`src/rtl/voice_seq_pkg.sv`:
```
// -----------------------------------------------------------------------------
// voice_seq_pkg
// Shared definitions for the voice step sequencer:
//   - FSM state encoding (IDLE, LOAD, GATE_ON, GATE_OFF)
//   - step-entry field layout. An entry is {note_on, gate_len, waveform, freq}
//     with freq in the low FREQ_BITS; the control fields sit above freq at the
//     offsets below.
//   - minimum step period
// -----------------------------------------------------------------------------
package voice_seq_pkg;

  localparam logic [1:0] ST_IDLE     = 2'd0;
  localparam logic [1:0] ST_LOAD     = 2'd1;
  localparam logic [1:0] ST_GATE_ON  = 2'd2;
  localparam logic [1:0] ST_GATE_OFF = 2'd3;

  // Control field widths.
  localparam int unsigned WAVE_W    = 4;
  localparam int unsigned GLEN_W    = 4;
  localparam int unsigned NOTE_W    = 1;
  localparam int unsigned CTRL_BITS = WAVE_W + GLEN_W + NOTE_W;

  // Control field offsets, counted from the bit just above freq.
  localparam int unsigned WAVE_OFS = 0;
  localparam int unsigned GLEN_OFS = WAVE_OFS + WAVE_W;
  localparam int unsigned NOTE_OFS = GLEN_OFS + GLEN_W;

  // Shortest step length in clk cycles; smaller step_period values clamp here.
  localparam int unsigned MIN_PERIOD = 4;

endpackage

```
`src/rtl/voice_seq_timer.sv`:
```
// -----------------------------------------------------------------------------
// voice_seq_timer
// Step timing for voice_sequencer. Owns the cycle counter, the period clamp,
// the gate-length computation and (optionally) swing.
//
// Ports:
//   clk, rst        main clock, synchronous active-low reset
//   load            step load: restart the count and capture length/gate
//   active          count while a step is playing
//   step_period     requested cycles per step (clamped to MIN_PERIOD)
//   gate_len        gate_len field of the entry being loaded
//   odd_step        parity of the step being loaded (swing builds only)
//   swing           swing amount (swing builds only)
//   step_end        current cycle is the last of the step
//   gate_end        current cycle is the last gated cycle of a shortened gate
//
// Build option: VOICE_SEQ_SWING_EN adds odd_step/swing; even steps last
// P+swing, odd steps P-swing, swing clamped to P/2-1.
// -----------------------------------------------------------------------------
module voice_seq_timer
  import voice_seq_pkg::*;
#(
  parameter int TEMPO_BITS = 16
) (
  input  logic                  clk,
  input  logic                  rst,
  input  logic                  load,
  input  logic                  active,
  input  logic [TEMPO_BITS-1:0] step_period,
  input  logic [GLEN_W-1:0]     gate_len,
`ifdef VOICE_SEQ_SWING_EN
  input  logic                  odd_step,
  input  logic [TEMPO_BITS-3:0] swing,
`endif
  output logic                  step_end,
  output logic                  gate_end
);

`ifdef VOICE_SEQ_SWING_EN
  // P + swing can exceed the period range, so lengths carry one extra bit.
  localparam int LEN_BITS = TEMPO_BITS + 1;
  logic [TEMPO_BITS-1:0] swing_max;
  logic [TEMPO_BITS-1:0] swing_c;
`else
  localparam int LEN_BITS = TEMPO_BITS;
`endif

  logic [TEMPO_BITS-1:0] period;
  logic [LEN_BITS-1:0]   len;
  logic [LEN_BITS+4:0]   gate_prod;
  logic [LEN_BITS-1:0]   gate_new;
  logic [LEN_BITS-1:0]   cyc_cnt;
  logic [LEN_BITS-1:0]   len_q;
  logic [LEN_BITS-1:0]   gate_q;

  // NOTE: every signal driven here is fully assigned on every path, so no
  // latch is inferred.
  always_comb begin
    period = (step_period < TEMPO_BITS'(MIN_PERIOD)) ? TEMPO_BITS'(MIN_PERIOD)
                                                      : step_period;
`ifdef VOICE_SEQ_SWING_EN
    swing_max = (period >> 1) - 1'b1;
    swing_c   = ({2'b00, swing} > swing_max) ? swing_max : {2'b00, swing};
    len       = odd_step ? ({1'b0, period} - {1'b0, swing_c})
                         : ({1'b0, period} + {1'b0, swing_c});
`else
    len       = period;
`endif
    // G = (len * (gate_len+1)) >> 4; gate_len+1 <= 16 keeps G <= len.
    gate_prod = {5'd0, len} * {{LEN_BITS{1'b0}}, ({1'b0, gate_len} + 5'd1)};
    gate_new  = LEN_BITS'(gate_prod >> 4);
  end

  // NOTE: registered state uses non-blocking assignments so every flop
  // samples pre-edge values regardless of statement order.
  always_ff @(posedge clk) begin
    if (!rst) begin
      cyc_cnt <= '0;
      len_q   <= LEN_BITS'(MIN_PERIOD);
      gate_q  <= '0;
    end else if (load) begin
      cyc_cnt <= '0;
      len_q   <= len;
      gate_q  <= gate_new;
    end else if (active) begin
      cyc_cnt <= cyc_cnt + 1'b1;
    end
  end

  assign step_end = (cyc_cnt == len_q - 1'b1);
  // Fires at cycle G-1; a zero G still yields a one-cycle gate. Full-length
  // gates (G == len) never drop inside the step, giving legato.
  assign gate_end = (gate_q < len_q) &&
                    (({1'b0, cyc_cnt} + 1'b1) >= {1'b0, gate_q});

endmodule

```
`src/rtl/voice_sequencer.sv`:
```
// -----------------------------------------------------------------------------
// voice_sequencer
// Step sequencer driving one voice's tone_freq / waveform_enable / gate from a
// writable pattern memory. One step advances every P = max(step_period, 4)
// cycles; gate is held for G = (P*(gate_len+1))>>4 cycles of a note_on step.
//
// Ports:
//   clk, rst               main clock, synchronous active-low reset
//   wr_en/wr_addr/wr_data  pattern write port; entry = {note_on, gate_len,
//                          waveform, freq}
//   run                    level, high = play; each rise restarts at step 0
//   step_period            cycles per step (clamped to 4)
//   loop_last              last step index before wrapping to 0
//   swing                  swing amount (VOICE_SEQ_SWING_EN builds only)
//   tone_freq, waveform_enable, gate   voice control outputs (registered)
//   step_idx               step currently playing
//   step_strobe            one-cycle pulse on every step load
//
// Build option: VOICE_SEQ_SWING_EN enables swing timing.
// -----------------------------------------------------------------------------
module voice_sequencer
  import voice_seq_pkg::*;
#(
  parameter int FREQ_BITS  = 16,
  parameter int STEPS      = 16,
  parameter int STEP_BITS  = $clog2(STEPS),
  parameter int TEMPO_BITS = 16
) (
  input  logic                           clk,
  input  logic                           rst,
  input  logic                           wr_en,
  input  logic [STEP_BITS-1:0]           wr_addr,
  input  logic [FREQ_BITS+CTRL_BITS-1:0] wr_data,
  input  logic                           run,
  input  logic [TEMPO_BITS-1:0]          step_period,
  input  logic [STEP_BITS-1:0]           loop_last,
`ifdef VOICE_SEQ_SWING_EN
  input  logic [TEMPO_BITS-3:0]          swing,
`endif
  output logic [FREQ_BITS-1:0]           tone_freq,
  output logic [WAVE_W-1:0]              waveform_enable,
  output logic                           gate,
  output logic [STEP_BITS-1:0]           step_idx,
  output logic                           step_strobe
);

  localparam int ENTRY_BITS = FREQ_BITS + CTRL_BITS;

  logic [ENTRY_BITS-1:0] pattern [STEPS];
  logic [1:0]            state;
  logic                  playing;
  logic                  do_load;
  logic [STEP_BITS-1:0]  load_idx;
  logic [ENTRY_BITS-1:0] load_entry;
  logic                  step_end;
  logic                  gate_end;

  // The load at a step boundary happens on the same edge that ends the
  // previous step, so each step is exactly its length; the LOAD state itself
  // is only visited once after run rises.
  always_comb begin
    playing    = (state == ST_GATE_ON) || (state == ST_GATE_OFF);
    load_idx   = (state == ST_LOAD || step_idx >= loop_last) ? '0
                                                             : step_idx + 1'b1;
    do_load    = run && ((state == ST_LOAD) || (playing && step_end));
    load_entry = pattern[load_idx];
  end

  voice_seq_timer #(
    .TEMPO_BITS (TEMPO_BITS)
  ) u_timer (
    .clk         (clk),
    .rst         (rst),
    .load        (do_load),
    .active      (playing),
    .step_period (step_period),
    .gate_len    (load_entry[FREQ_BITS+GLEN_OFS +: GLEN_W]),
`ifdef VOICE_SEQ_SWING_EN
    .odd_step    (load_idx[0]),
    .swing       (swing),
`endif
    .step_end    (step_end),
    .gate_end    (gate_end)
  );

  always_ff @(posedge clk) begin
    if (!rst) begin
      state           <= ST_IDLE;
      gate            <= 1'b0;
      step_strobe     <= 1'b0;
      step_idx        <= '0;
      tone_freq       <= '0;
      waveform_enable <= '0;
      // NOTE: the pattern is register-based and must read as all rests after
      // reset, so every entry is cleared here rather than left to a RAM.
      for (int i = 0; i < STEPS; i++) pattern[i] <= '0;
    end else begin
      step_strobe <= 1'b0;
      // Reads for a load on this edge see the pre-write entry, so a write to
      // the playing step only shows up on its next load.
      if (wr_en) pattern[wr_addr] <= wr_data;

      if (!run) begin
        // Stop wins over a coincident boundary; idx/freq/waveform hold.
        state <= ST_IDLE;
        gate  <= 1'b0;
      end else if (do_load) begin
        step_idx        <= load_idx;
        tone_freq       <= load_entry[FREQ_BITS-1:0];
        waveform_enable <= load_entry[FREQ_BITS+WAVE_OFS +: WAVE_W];
        gate            <= load_entry[FREQ_BITS+NOTE_OFS];
        step_strobe     <= 1'b1;
        state           <= load_entry[FREQ_BITS+NOTE_OFS] ? ST_GATE_ON
                                                          : ST_GATE_OFF;
      end else begin
        case (state)
          ST_IDLE:    state <= ST_LOAD;
          ST_GATE_ON: if (gate_end) begin
            gate  <= 1'b0;
            state <= ST_GATE_OFF;
          end
          default:    ;
        endcase
      end
    end
  end

endmodule

```
`config.mk`:
```
export PLATFORM = sky130hd
export DESIGN_NAME = voice_sequencer
export DESIGN_NICKNAME = d
export VERILOG_FILES = /design/src/rtl/voice_seq_pkg.sv /design/src/rtl/voice_seq_timer.sv /design/src/rtl/voice_sequencer.sv
export SDC_FILE = /design/constraint.sdc
export NUM_CORES = 1
export LEC_CHECK = 0
export ABC_AREA = 1
export CAP_MARGIN = 10
export CELL_PAD_IN_SITES_DETAIL_PLACEMENT = 1
export CELL_PAD_IN_SITES_GLOBAL_PLACEMENT = 2
export CORE_ASPECT_RATIO = 1.1
export CORE_MARGIN = 1.5
export CORE_UTILIZATION = 44
export DETAILED_ROUTE_END_ITERATION = 6
export PLACE_DENSITY = 0.92
export SETUP_SLACK_MARGIN = 0.05
export SLEW_MARGIN = 20
export SYNTH_ARGS = -nofsm -noshare
export SYNTH_HDL_FRONTEND = slang
export SYNTH_SLANG_ARGS = --single-unit
```
`constraint.sdc`:
```
create_clock -name clk -period 10.45 [get_ports clk]
set_input_delay 2.09 -clock clk [delete_from_list [all_inputs] [get_ports clk]]
set_output_delay 2.09 -clock clk [all_outputs]
set_load 0.005 [all_outputs]
```
==> impl_summary.txt, run 1 <==
----------------------------------------------------
[Outcome]
  Outcome ... finished clean

[Synth]
  Unique masters post-synth ... 51
  Number of cells produced by synthesis ... 2,536
  Number of enable-type register cells in the synthesized netlist ... 400
  Arithmetic-cell share of the synthesized area counting full adders, half adders and majority gates ... 0.0651
  Register bit total from synthesis ... 476
  Most instantiated library cell after synthesis ... sky130_fd_sc_hd__nor2_1
  Share of synthesized registers carrying an async set or reset ... 0
  Sequential share of the synthesized area ... 0.546
  Post-synth top area share ... 0.484
  Number of nets in the synthesized netlist ... 2,694
  Compound-gate portion of the synthesized area ... 0.0857
  Synth Area per Inst ... 9.78 um2
  Most area-consuming cells after synthesis ... sky130_fd_sc_hd__edfxtp_1 48%, sky130_fd_sc_hd__nor2_1 8.1%, sky130_fd_sc_hd__dfxtp_1 6.1%, sky130_fd_sc_hd__nand2_1 5.2%, sky130_fd_sc_hd__ha_1 3.3%
  Xor/xnor cell area share of the yosys netlist ... 0.0180
  Commonest register cell after synthesis ... sky130_fd_sc_hd__edfxtp_1
  Most frequent cells after synthesis ... 533 x sky130_fd_sc_hd__nor2_1, 400 x sky130_fd_sc_hd__edfxtp_1, 341 x sky130_fd_sc_hd__nand2_1
  Cell area after technology mapping ... 24,800 um2
  Library cell with the largest summed area after synthesis ... sky130_fd_sc_hd__edfxtp_1
  Warnings, synthesis ... 0
  Post-synthesis mux area share ... 0.0323
  Largest family of logic cells by synthesized area ... simple AND/OR/NAND/NOR gates
  Synth Area in Simple Gates ... 0.192

[Clocking]
  Root buffer selected by CTS ... sky130_fd_sc_hd__clkbuf_16
  Setup bufs post-CTS ... 0
  Level count of the clock H-tree ... 2
  Clock buffers created by TritonCTS ... 49
  Clock tree from TritonCTS ... done
  Clock Sink Count ... 476
  Reg clk slew, reported paths ... 60 ps
  Hold-fix buffer count after cts ... 0
  Worst-Skew Late Latency ... 630 ps
  Maximum clock insertion buffer count ... 3
  Resize count post-CTS ... 0

[Timing]
  Part of the cycle the worst path needs ... 0.815
  Number of max-slew violations in the final report ... 0
  Transition time of the tightest slew-check pin ... 1100 ps
  Total negative setup slack ... 0 ps
  Skew final ... 48.9 ps
  RSZ-0062 raised after global routing ... no
  Peak clock frequency supported by timing ... 0.117 GHz
  Number of hold-slack violations in the final timing report ... 0
  Final worst setup slack ... 1930 ps
  Shortest period the worst path allows ... 8520 ps
  Worst slew margin ... 0.267
  Final setup vio count ... 0

[Placed design]
  Placer Congestion ... 0.896
  HPWL reported at the end of detailed placement ... 50,900 um
  Buffers added on ports ... 78
  Setup slack at placement ... 1360 ps

[Routing]
  Routed wirelength normalized by instance count ... 23.7 um
  Iteration count of the initial detailed-routing pass ... 7
  Antenna violation net count after detailed routing ... 0
  Drt first-iter violations ... 1,487
  Total Routed Length ... 79,100 um
  Total vias in the final route ... 19,100
  Vias per std cell ... 5.73
  DRC viols ... 0

[Layout]
  Area grow syn2layout ... 11.3%
  Area used by multi-input combinational logic ... 9750 um2
  Area used by sequential logic in the layout ... 13,500 um2
  Count of fill cells added during filler insertion ... 6,213
  Fraction of final layout cells sized beyond drive strength 1 ... 0.0871
  Net total in the final layout ... 2,717

[Critical path]
  Class of the most critical setup path ... in -> reg
  Worst endpoint required time ... 10,920 ps
  Signal arrival time at the worst endpoint ... 8990 ps
  Cell type of the slowest stage on the worst timing path ... sky130_fd_sc_hd__xor2_2
  Maximum fanout along the worst path ... 34
  Crit path largest cell delay ... 630 ps
  Critical path endpoint category ... flop
  Element type at the critical path start ... primary input

[Power and ir drop]
  Cell leakage power ... 11.0 nW
  Total power density per cell area ... 183 nW/um2
  Worst supply voltage drop on vdd ... 0.000116 V

[Floorplan]
  Number of rows in the core area ... 91
  Height of the chip ... 252 um
  I/O pin total ... 79
  Placeable core area ... 55,900 um2
  Die width ... 229 um
  Full die area ... 57,800 um2
  Initial Utilization ... 0.444

[GRT]
  Wire length of the first global-routing pass ... 120,000 um
  Antenna violations before repair ... 5
  Total GRT Usage ... 0.274
  Remaining global-route overflow ... 0
  Pin count of the biggest net entering global routing ... 95
  Vias in the first global route ... 20,100

[Flow run]
  Count of maximum capacitance violations ... 0

[Hold path]
  Path type of the worst min-delay path ... reg -> reg

----------------------------------------------------
## through the flow
step	power [mW]	utilization	hold slack [ps]	std cells	instance area, um2
6_report	5.04	0.494	446	3341	27600
5_1_grt	5.27	0.494	475	3340	27600
4_1_cts	5.06	0.494	451	3340	27600
3_5_place_dp	3.42	0.468	438	3252	26100
3_3_place_gp	3.37	0.468	430	3252	26100
2_1_floorplan	3.07	-	442	2536	24800
## layout make-up
class / instances / area share
inverters: 220 / 0.0300
multi-input cells: 1691 / 0.353
diodes: 1 / 0.0000906
flip-flops and latches: 476 / 0.490
clock inverters: 18 / 0.00467
clock buffers: 70 / 0.0484
well taps: 744 / 0.0337
repair buffers: 121 / 0.0400
## registers in the layout, indices dropped and copies added (netlist names)
signal and cells:
step_idx 4, waveform_enable 4, gate 1, step_strobe 1, pattern 400, state 2
u_timer.len_q 16, u_timer.gate_q 16, tone_freq 16, u_timer.cyc_cnt 16
## routing by layer
layer / vias up / GRT usage / part of all wire
met5: - / 0 / 0.00043
li1: 8584 / - / -
met4: 6 / 0.125 / 0.044
met3: 200 / 0.0419 / 0.062
met1: 9668 / 0.335 / 0.39
met2: 670 / 0.477 / 0.50
## power by group
group          switching, mW  total, mW  leakage (nW)  internal [mW]
sequential            0.0410       2.20          4.43           2.16
clock                  0.756       1.65         0.711          0.892
combinational          0.798       1.20          5.85          0.397
## cells in the final DEF (no fill, tap or decap), types with 3 or more instances in the layout
| master | synthesis | routed |
|---|---|---|
| sky130_fd_sc_hd__nor4_1 | 5 | 5 |
| sky130_fd_sc_hd__or2_0 | 21 | 21 |
| sky130_fd_sc_hd__o21ai_0 | 136 | 136 |
| sky130_fd_sc_hd__o211ai_1 | 90 | 90 |
| sky130_fd_sc_hd__clkbuf_1 | 92 | 18 |
| sky130_fd_sc_hd__a31oi_1 | 5 | 5 |
| sky130_fd_sc_hd__inv_1 | 206 | 206 |
| sky130_fd_sc_hd__clkinv_1 | 0 | 6 |
| sky130_fd_sc_hd__mux2i_1 | 80 | 80 |
| sky130_fd_sc_hd__clkbuf_8 | 0 | 3 |
| sky130_fd_sc_hd__ha_1 | 65 | 65 |
| sky130_fd_sc_hd__nor2_2 | 4 | 4 |
| sky130_fd_sc_hd__dfxtp_1 | 76 | 76 |
| sky130_fd_sc_hd__nand2_2 | 8 | 8 |
| sky130_fd_sc_hd__edfxtp_1 | 400 | 400 |
| sky130_fd_sc_hd__a211oi_1 | 8 | 8 |
| sky130_fd_sc_hd__clkbuf_16 | 0 | 49 |
| sky130_fd_sc_hd__buf_4 | 7 | 43 |
| sky130_fd_sc_hd__nand2_1 | 341 | 341 |
| sky130_fd_sc_hd__nand3_4 | 2 | 3 |
| sky130_fd_sc_hd__inv_2 | 13 | 12 |
| sky130_fd_sc_hd__clkdlybuf4s50_1 | 0 | 78 |
| sky130_fd_sc_hd__nand3_1 | 91 | 91 |
| sky130_fd_sc_hd__xnor2_1 | 8 | 8 |
| sky130_fd_sc_hd__o22ai_1 | 23 | 23 |
| sky130_fd_sc_hd__or2_2 | 61 | 61 |
| sky130_fd_sc_hd__nor3_1 | 19 | 19 |
| sky130_fd_sc_hd__nor2_4 | 3 | 3 |
| sky130_fd_sc_hd__clkinv_2 | 1 | 8 |
| sky130_fd_sc_hd__o22ai_2 | 15 | 15 |
| sky130_fd_sc_hd__nor2_1 | 533 | 533 |
| sky130_fd_sc_hd__xor2_1 | 41 | 41 |
| sky130_fd_sc_hd__nand4_1 | 20 | 20 |
| sky130_fd_sc_hd__fa_1 | 40 | 40 |
| sky130_fd_sc_hd__a21oi_1 | 45 | 45 |
| sky130_fd_sc_hd__o21ai_1 | 5 | 5 |
## final timing paths
path	from	to	slack, ps	cells after the start
worst max-delay path	loop_last[3]	u_timer.gate_q[12]	1930	29
worst min-delay path	tone_freq[9]	tone_freq[9]	450	2
worst max register to register	step_idx[0]	u_timer.gate_q[12]	2930	30
worst min register to register	tone_freq[9]	tone_freq[9]	450	2
## logic make-up after synthesis
| group | count (synthesis) |
|---|---|
| AOI/OAI and AO/OA | 337 |
| and+or+nand+nor | 1119 |
| DFF | 476 |
| buffers and inverters | 369 |
| adders and majority gates | 105 |
| xor gates and xnor gates | 50 |
| muxes | 80 |
## critical path, delay by kind of cell
family          cells  cell delay, ps
fa+ha+maj           5            2260
compound gates      4             800
simple gates       12            1870
buf+inv             7            1310
xor+xnor            1             630
(Power assumes the default switching activity.)
==> run 2, diff against run 1 <==
--- a/config.mk
+++ b/config.mk
@@ -11,9 +11,9 @@
 export CELL_PAD_IN_SITES_GLOBAL_PLACEMENT = 2
 export CORE_ASPECT_RATIO = 1.1
 export CORE_MARGIN = 1.5
-export CORE_UTILIZATION = 44
+export CORE_UTILIZATION = 41
 export DETAILED_ROUTE_END_ITERATION = 6
-export PLACE_DENSITY = 0.92
+export PLACE_DENSITY = 0.87
 export SETUP_SLACK_MARGIN = 0.05
 export SLEW_MARGIN = 20
 export SYNTH_ARGS = -nofsm -noshare
==> constraint.sdc (replaced) <==
create_clock -name clk -period 8.69 [get_ports clk]
set_input_delay 1.738 -clock clk [delete_from_list [all_inputs] [get_ports clk]]
set_output_delay 1.738 -clock clk [all_outputs]
set_load 0.005 [all_outputs]
==> run 2 against run 1 <==
  * Final cell count rose by 1.0%
  * Count of clock-buffer cells in the layout fell by 2
  * Combinational power rose by 19%
  * Critical endpoint is now u_timer.gate_q[11]
  * Highest routed layer unchanged
==> impl_summary.txt, run 2 (same netlist as run 1, synthesis figures left out) <==
----------------------------------------------------
[Power and ir drop]
  Cell leakage power ... 11.1 nW (was 11.0 nW)
  Worst supply voltage drop on vdd ... 0.000142 V (was 0.000116 V)
  Total power density per cell area ... 225 nW/um2 (was 183 nW/um2)

[Routing]
  Antenna violation net count after detailed routing ... 0 (unchanged)
  Total Routed Length ... 78,200 um (was 79,100 um)
  DRC viols ... 0 (unchanged)
  Total vias in the final route ... 18,900 (was 19,100)
  Vias per std cell ... 5.59 (was 5.73)
  Routed wirelength normalized by instance count ... 23.2 um (was 23.7 um)
  Drt first-iter violations ... 1,474 (was 1,487)
  Iteration count of the initial detailed-routing pass ... 5 (was 7)

[Clocking]
  Level count of the clock H-tree ... 2 (unchanged)
  Reg clk slew, reported paths ... 60 ps (about the same)
  Setup bufs post-CTS ... 0 (unchanged)
  Hold-fix buffer count after cts ... 0 (unchanged)
  Root buffer selected by CTS ... sky130_fd_sc_hd__clkbuf_16 (unchanged)
  Worst-Skew Late Latency ... 620 ps (was 630 ps)
  Clock buffers created by TritonCTS ... 51 (was 49)
  Maximum clock insertion buffer count ... 3 (unchanged)
  Clock Sink Count ... 476 (unchanged)
  Resize count post-CTS ... 0 (unchanged)
  Clock tree from TritonCTS ... done (unchanged)

[Critical path]
  Cell type of the slowest stage on the worst timing path ... sky130_fd_sc_hd__xor2_2 (unchanged)
  R2R setup slack ... 1810 ps (was 2930 ps)
  Maximum fanout along the worst path ... 20 (was 34)
  Worst endpoint required time ... 9150 ps (was 10,920 ps)
  Crit Reg-Reg Endpoint ... u_timer.gate_q[11] (was u_timer.gate_q[12])
  Start of the worst register-to-register path ... state[1] (was step_idx[0])
  Signal arrival time at the worst endpoint ... 8290 ps (was 8990 ps)
  Critical path endpoint category ... flop (unchanged)
  Class of the most critical setup path ... in -> reg (unchanged)
  Element type at the critical path start ... primary input (unchanged)
  Buffers plus inverters on the worst setup path ... 6 (was 7)
  Largest delay share family, worst path ... adder cells (unchanged)
  Reg2reg path depth ... 24 (was 30)
  Crit path largest cell delay ... 650 ps (was 630 ps)

[Outcome]
  Outcome ... finished clean (unchanged)

[Hold path]
  Worst hold path stage count ... 2 (unchanged)
  Hold Startpoint ... tone_freq[15] (was tone_freq[9])
  Path type of the worst min-delay path ... reg -> reg (unchanged)
  Worst hold endpoint ... tone_freq[15] (was tone_freq[9])

[Flow run]
  Count of maximum capacitance violations ... 0 (unchanged)

[Floorplan]
  Number of rows in the core area ... 94 (was 91)
  Placeable core area ... 59,900 um2 (was 55,900 um2)
  Height of the chip ... 261 um (was 252 um)
  Full die area ... 62,000 um2 (was 57,800 um2)
  I/O pin total ... 79 (unchanged)
  Initial Utilization ... 0.414 (was 0.444)
  Die width ... 237 um (was 229 um)

[Layout]
  Commonest non-fill, non-tap cells in the layout ... 533 x sky130_fd_sc_hd__nor2_1, 400 x sky130_fd_sc_hd__edfxtp_1, 341 x sky130_fd_sc_hd__nand2_1 (unchanged)
  Diode count ... 0 (was 1)
  Number of flip-flops in the largest register ... 400 (unchanged)
  Area grow syn2layout ... 12.5% (was 11.3%)
  Most common library cell in the layout ignoring fill and taps ... sky130_fd_sc_hd__nor2_1 (unchanged)
  Final Core Density ... 0.466 (was 0.494)
  Fraction of final layout cells sized beyond drive strength 1 ... 0.0924 (was 0.0871)
  Register with the most flip-flops ... pattern (unchanged)
  Net total in the final layout ... 2,728 (was 2,717)

[Timing]
  RSZ-0062 raised after global routing ... no (unchanged)
  Worst slew margin ... 0.267 (about the same)
  Number of max-slew violations in the final report ... 0 (unchanged)
  Number of hold-slack violations in the final timing report ... 0 (unchanged)
  Final setup vio count ... 0 (unchanged)
  Part of the cycle the worst path needs ... 0.901
  Shortest period the worst path allows ... 7830 ps
  Transition time of the tightest slew-check pin ... 1100 ps (about the same)
  Skew final ... 28.1 ps (was 48.9 ps)
  Total negative setup slack ... 0 ps (unchanged)
  Final worst setup slack ... 865 ps (was 1930 ps)
  Peak clock frequency supported by timing ... 0.128 GHz

[GRT]
  Remaining global-route overflow ... 0 (unchanged)
  Total GRT Usage ... 0.255 (was 0.274)
  Pin count of the biggest net entering global routing ... 106 (was 95)
  Vias in the first global route ... 19,900 (was 20,100)
  Antenna violations before repair ... 2 (was 5)
  Wire length of the first global-routing pass ... 119,000 um (was 120,000 um)

[Placed design]
  Placer Congestion ... 0.894 (was 0.896)
  HPWL reported at the end of detailed placement ... 50,100 um (was 50,900 um)
  Setup slack at placement ... 224 ps (was 1360 ps)
  Buffers added on ports ... 78 (unchanged)

----------------------------------------------------
-- run 2: cell count changes in the layout (fill, tap and decap cells not counted), sizes merged --
cell      before  now
inv          221  220
buf           43   52
diode          1    0
clkbuf        70   68
bufinv         0    4
clkinvlp       1    0
clkinv        16   19
-- run 2: worst max-delay path by stage --
stage                       from            endpoint  slack [ps]  cells past startpoint
floorplan           loop_last[0]  u_timer.gate_q[14]        1750                     36
global placement    loop_last[3]  u_timer.gate_q[15]         390                     29
detailed placement  loop_last[3]  u_timer.gate_q[11]         220                     28
CTS                 loop_last[3]  u_timer.gate_q[11]         870                     28
global route        loop_last[3]  u_timer.gate_q[12]         340                     36
finish              loop_last[3]  u_timer.gate_q[11]         860                     28
-- run 2: per-layer routing --
| layer | share of wire | GRT usage | wire (um) |
|---|---|---|---|
| met2 | 0.50 | 0.443 | 38800 |
| met3 | 0.054 | 0.0383 | 4250 |
| met5 | 0.00028 | 0 | 22 |
| met4 | 0.031 | 0.0927 | 2410 |
| met1 | 0.42 | 0.322 | 32800 |
-- run 2: through the flow --
step	area, um2	instances	hold WS, ps	power [mW]
after detailed placement	26200	3285	436	4.12
final	27900	3376	447	6.27
after floorplan	24800	2536	442	3.69
after CTS	27900	3376	452	6.30
after global routing	27900	3376	475	6.55
after global placement	26200	3285	431	4.07
-- run 2: area by class of cell --
class / count / area (um2)
Fill cell: 6605 / 32000
Multi-Input combinational cell: 1691 / 9750
Tap cell: 768 / 961
Clock inverter: 23 / 243
Timing Repair Buffer: 130 / 1170
Clock buffer: 68 / 1410
Sequential cell: 476 / 13500
Inverter: 220 / 830
-- run 2: report_power, final --
group | internal, mW | total (mW) | switching (mW)
Sequential | 2.60 | 2.64 | 0.0465
Clock | 1.26 | 2.19 | 0.933
Combinational | 0.482 | 1.43 | 0.951
Total | 4.34 | 6.27 | 1.93
-- run 2: worst register-to-register path, delay by kind of cell (launching register included) --
kind                     cells  cell delay [ps]
AND/OR/NAND/NOR              8             1560
adder cells (fa/ha/maj)      4             1880
flip-flops                   1              730
AO/OA/AOI/OAI                6              980
buffers and inverters        4              750
XOR/XNOR                     2              830
==> run 3, diff against run 2 <==
--- a/config.mk
+++ b/config.mk
@@ -11,9 +11,9 @@
 export CELL_PAD_IN_SITES_GLOBAL_PLACEMENT = 2
 export CORE_ASPECT_RATIO = 1.1
 export CORE_MARGIN = 1.5
-export CORE_UTILIZATION = 41
+export CORE_UTILIZATION = 30
 export DETAILED_ROUTE_END_ITERATION = 6
-export PLACE_DENSITY = 0.87
+export PLACE_DENSITY = 0.68
 export SETUP_SLACK_MARGIN = 0.05
 export SLEW_MARGIN = 20
 export SYNTH_ARGS = -nofsm -noshare
==> run 3 against run 2 <==
  * Register-to-register slack lost 120 ps
  * Core utilization shrank 12 points
  * Die area grew 36%
  * Combinational power is essentially flat
  * Largest power group unchanged
  * Critical path type unchanged
==> impl_summary.txt, run 3 (same netlist as run 1, synthesis figures left out) <==
----------------------------------------------------
[Power and ir drop]
  Share of total power in sequential cells ... 0.413 (was 0.422)
  Switching Share ... 0.304 (was 0.308)
  Sw Pwr ... 1.95 mW (was 1.93 mW)
  Total chip power ... 6.40 mW (was 6.27 mW)
  Total power density per cell area ... 225 nW/um2 (about the same)
  Proportion of power drawn by the clock network ... 0.365 (was 0.349)
  Cell leakage power ... 11.2 nW (was 11.1 nW)
  Internal Pwr Total ... 4.46 mW (was 4.34 mW)
  Part of the power in combinational logic ... 0.222 (was 0.229)
  Worst supply voltage drop on vdd ... 0.000135 V (was 0.000142 V)

[Routing]
  Iteration count of the initial detailed-routing pass ... 6 (was 5)
  Vias per std cell ... 5.05 (was 5.59)
  Total vias in the final route ... 18,600 (was 18,900)
  Total Routed Length ... 83,400 um (was 78,200 um)
  Antenna violation net count after detailed routing ... 0 (unchanged)
  Routed wirelength normalized by instance count ... 22.6 um (was 23.2 um)
  Drt first-iter violations ... 1,259 (was 1,474)
  DRC viols ... 0 (unchanged)

[Layout]
  Most common library cell in the layout ignoring fill and taps ... sky130_fd_sc_hd__nor2_1 (unchanged)
  Commonest non-fill, non-tap cells in the layout ... 533 x sky130_fd_sc_hd__nor2_1, 400 x sky130_fd_sc_hd__edfxtp_1, 341 x sky130_fd_sc_hd__nand2_1 (unchanged)
  Fraction of final layout cells sized beyond drive strength 1 ... 0.0998 (was 0.0924)
  Number of flip-flops in the largest register ... 400 (unchanged)
  Area grow syn2layout ... 14.8% (was 12.5%)
  Register with the most flip-flops ... pattern (unchanged)
  Net total in the final layout ... 2,739 (was 2,728)
  Diode count ... 0 (unchanged)

[Critical path]
  Most prevalent standard cell on the critical path ... sky130_fd_sc_hd__nand2_1
  Cell type of the slowest stage on the worst timing path ... sky130_fd_sc_hd__fa_1 (was sky130_fd_sc_hd__xor2_2)
  Element type at the critical path start ... primary input (unchanged)
  Critical path endpoint category ... flop (unchanged)
  Worst endpoint required time ... 9230 ps (was 9150 ps)
  Signal arrival time at the worst endpoint ... 8330 ps (was 8290 ps)
  Crit path largest cell delay ... 550 ps (was 650 ps)
  Maximum fanout along the worst path ... 17 (was 20)
  Class of the most critical setup path ... in -> reg (unchanged)

[Clocking]
  Clock tree from TritonCTS ... done (unchanged)
  Level count of the clock H-tree ... 2 (unchanged)
  Root buffer selected by CTS ... sky130_fd_sc_hd__clkbuf_16 (unchanged)
  Hold-fix buffer count after cts ... 0 (unchanged)
  Worst-Skew Late Latency ... 620 ps (about the same)
  Reg clk slew, reported paths ... 60 ps (about the same)
  Setup bufs post-CTS ... 0 (unchanged)
  Clock buffers created by TritonCTS ... 54 (was 51)
  Clock Sink Count ... 476 (unchanged)
  Resize count post-CTS ... 0 (unchanged)
  Maximum clock insertion buffer count ... 3 (unchanged)

[Timing]
  Hold slack final ... 447 ps (about the same)
  Worst slew margin ... 0.303 (was 0.267)
  Part of the cycle the worst path needs ... 0.897 (was 0.901)
  RSZ-0062 raised after global routing ... no (unchanged)
  Number of max-slew violations in the final report ... 0 (unchanged)
  Number of hold-slack violations in the final timing report ... 0 (unchanged)
  Total negative setup slack ... 0 ps (unchanged)
  Skew final ... 16.9 ps (was 28.1 ps)
  Transition time of the tightest slew-check pin ... 1040 ps (was 1100 ps)
  Final worst setup slack ... 899 ps (was 865 ps)
  Final setup vio count ... 0 (unchanged)
  Peak clock frequency supported by timing ... 0.128 GHz (about the same)
  Shortest period the worst path allows ... 7790 ps (was 7830 ps)

[Floorplan]
  Initial Utilization ... 0.303 (was 0.414)
  Number of rows in the core area ... 110 (was 94)
  Height of the chip ... 305 um (was 261 um)
  Placeable core area ... 81,900 um2 (was 59,900 um2)
  Full die area ... 84,400 um2 (was 62,000 um2)
  Die width ... 277 um (was 237 um)
  I/O pin total ... 79 (unchanged)

[GRT]
  Grt met1 use ... 0.257 (was 0.322)
  M2 GR Usage ... 0.347 (was 0.443)
  Vias in the first global route ... 19,700 (was 19,900)
  Wire length of the first global-routing pass ... 125,000 um (was 119,000 um)
  Antenna violations before repair ... 1 (was 2)
  Most congested layer reported by global routing ... met2 (unchanged)
  Pin count of the biggest net entering global routing ... 107 (was 106)
  Total GRT Usage ... 0.197 (was 0.255)
  GR Layer Usage met3 ... 0.0218 (was 0.0383)
  Remaining global-route overflow ... 0 (unchanged)

[Placed design]
  Setup slack at placement ... 243 ps (was 224 ps)
  Placer Congestion ... 0.838 (was 0.894)
  Buffers added on ports ... 78 (unchanged)
  HPWL reported at the end of detailed placement ... 53,500 um (was 50,100 um)

[Flow run]
  Count of maximum capacitance violations ... 0 (unchanged)

[Outcome]
  Outcome ... finished clean (unchanged)

[Hold path]
  Path type of the worst min-delay path ... reg -> reg (unchanged)

----------------------------------------------------
-- run 3: cell count changes in the layout (fill, tap and decap cells not counted), sizes merged --
cell      before  now
clkbuf        68   79
bufinv         4    5
clkinv        19   15
inv          220  221
clkinvlp       0    1
buf           52   60
-- run 3: worst paths after layout --
check	from	end	slack, ps	cells after the start
worst max-delay path	loop_last[3]	u_timer.gate_q[15]	900	34
worst min-delay path	tone_freq[11]	tone_freq[11]	450	2
worst max register to register	step_idx[0]	u_timer.gate_q[11]	1690	35
worst min register to register	tone_freq[11]	tone_freq[11]	450	2
-- run 3: final cells by class --
class	instances	area, um2
clock inverters	22	265
inverters	220	830
fillers	9259	53400
clock buffers	79	1540
multi-input cells	1691	9750
well taps	1064	1330
repair buffers	138	1230
flip-flops and latches	476	13500
-- run 3: worst max-delay path: cells and delay by family --
kind	cells	cell delay [ps]
AND/OR/NAND/NOR	13	1850
buffers and inverters	9	1400
adder cells (fa/ha/maj)	6	2400
AO/OA/AOI/OAI	6	910
-- run 3: power groups by stage --
stage / clock (mW) / combinational [mW] / sequential [mW]
CTS: 2.39 / 1.45 / 2.64
detailed placement: 0 / 1.44 / 2.69
global route: 2.47 / 1.61 / 2.65
floorplan: 0 / 1.01 / 2.67
finish: 2.34 / 1.42 / 2.64
global placement: 0 / 1.43 / 2.68
-- run 3: per-stage QoR --
stage | instance area [um2] | instances | util
finish | 28500 | 3690 | 0.348
CTS | 28500 | 3690 | 0.348
floorplan | 24800 | 2536 | -
global placement | 26700 | 3589 | 0.326
global route | 28500 | 3690 | 0.348
detailed placement | 26700 | 3589 | 0.326
-- run 3: layer usage --
layer / share of wire / wire length (um)
met5: 0 / 0
met4: 0.020 / 1680
met3: 0.036 / 3040
met2: 0.50 / 41600
met1: 0.44 / 37000
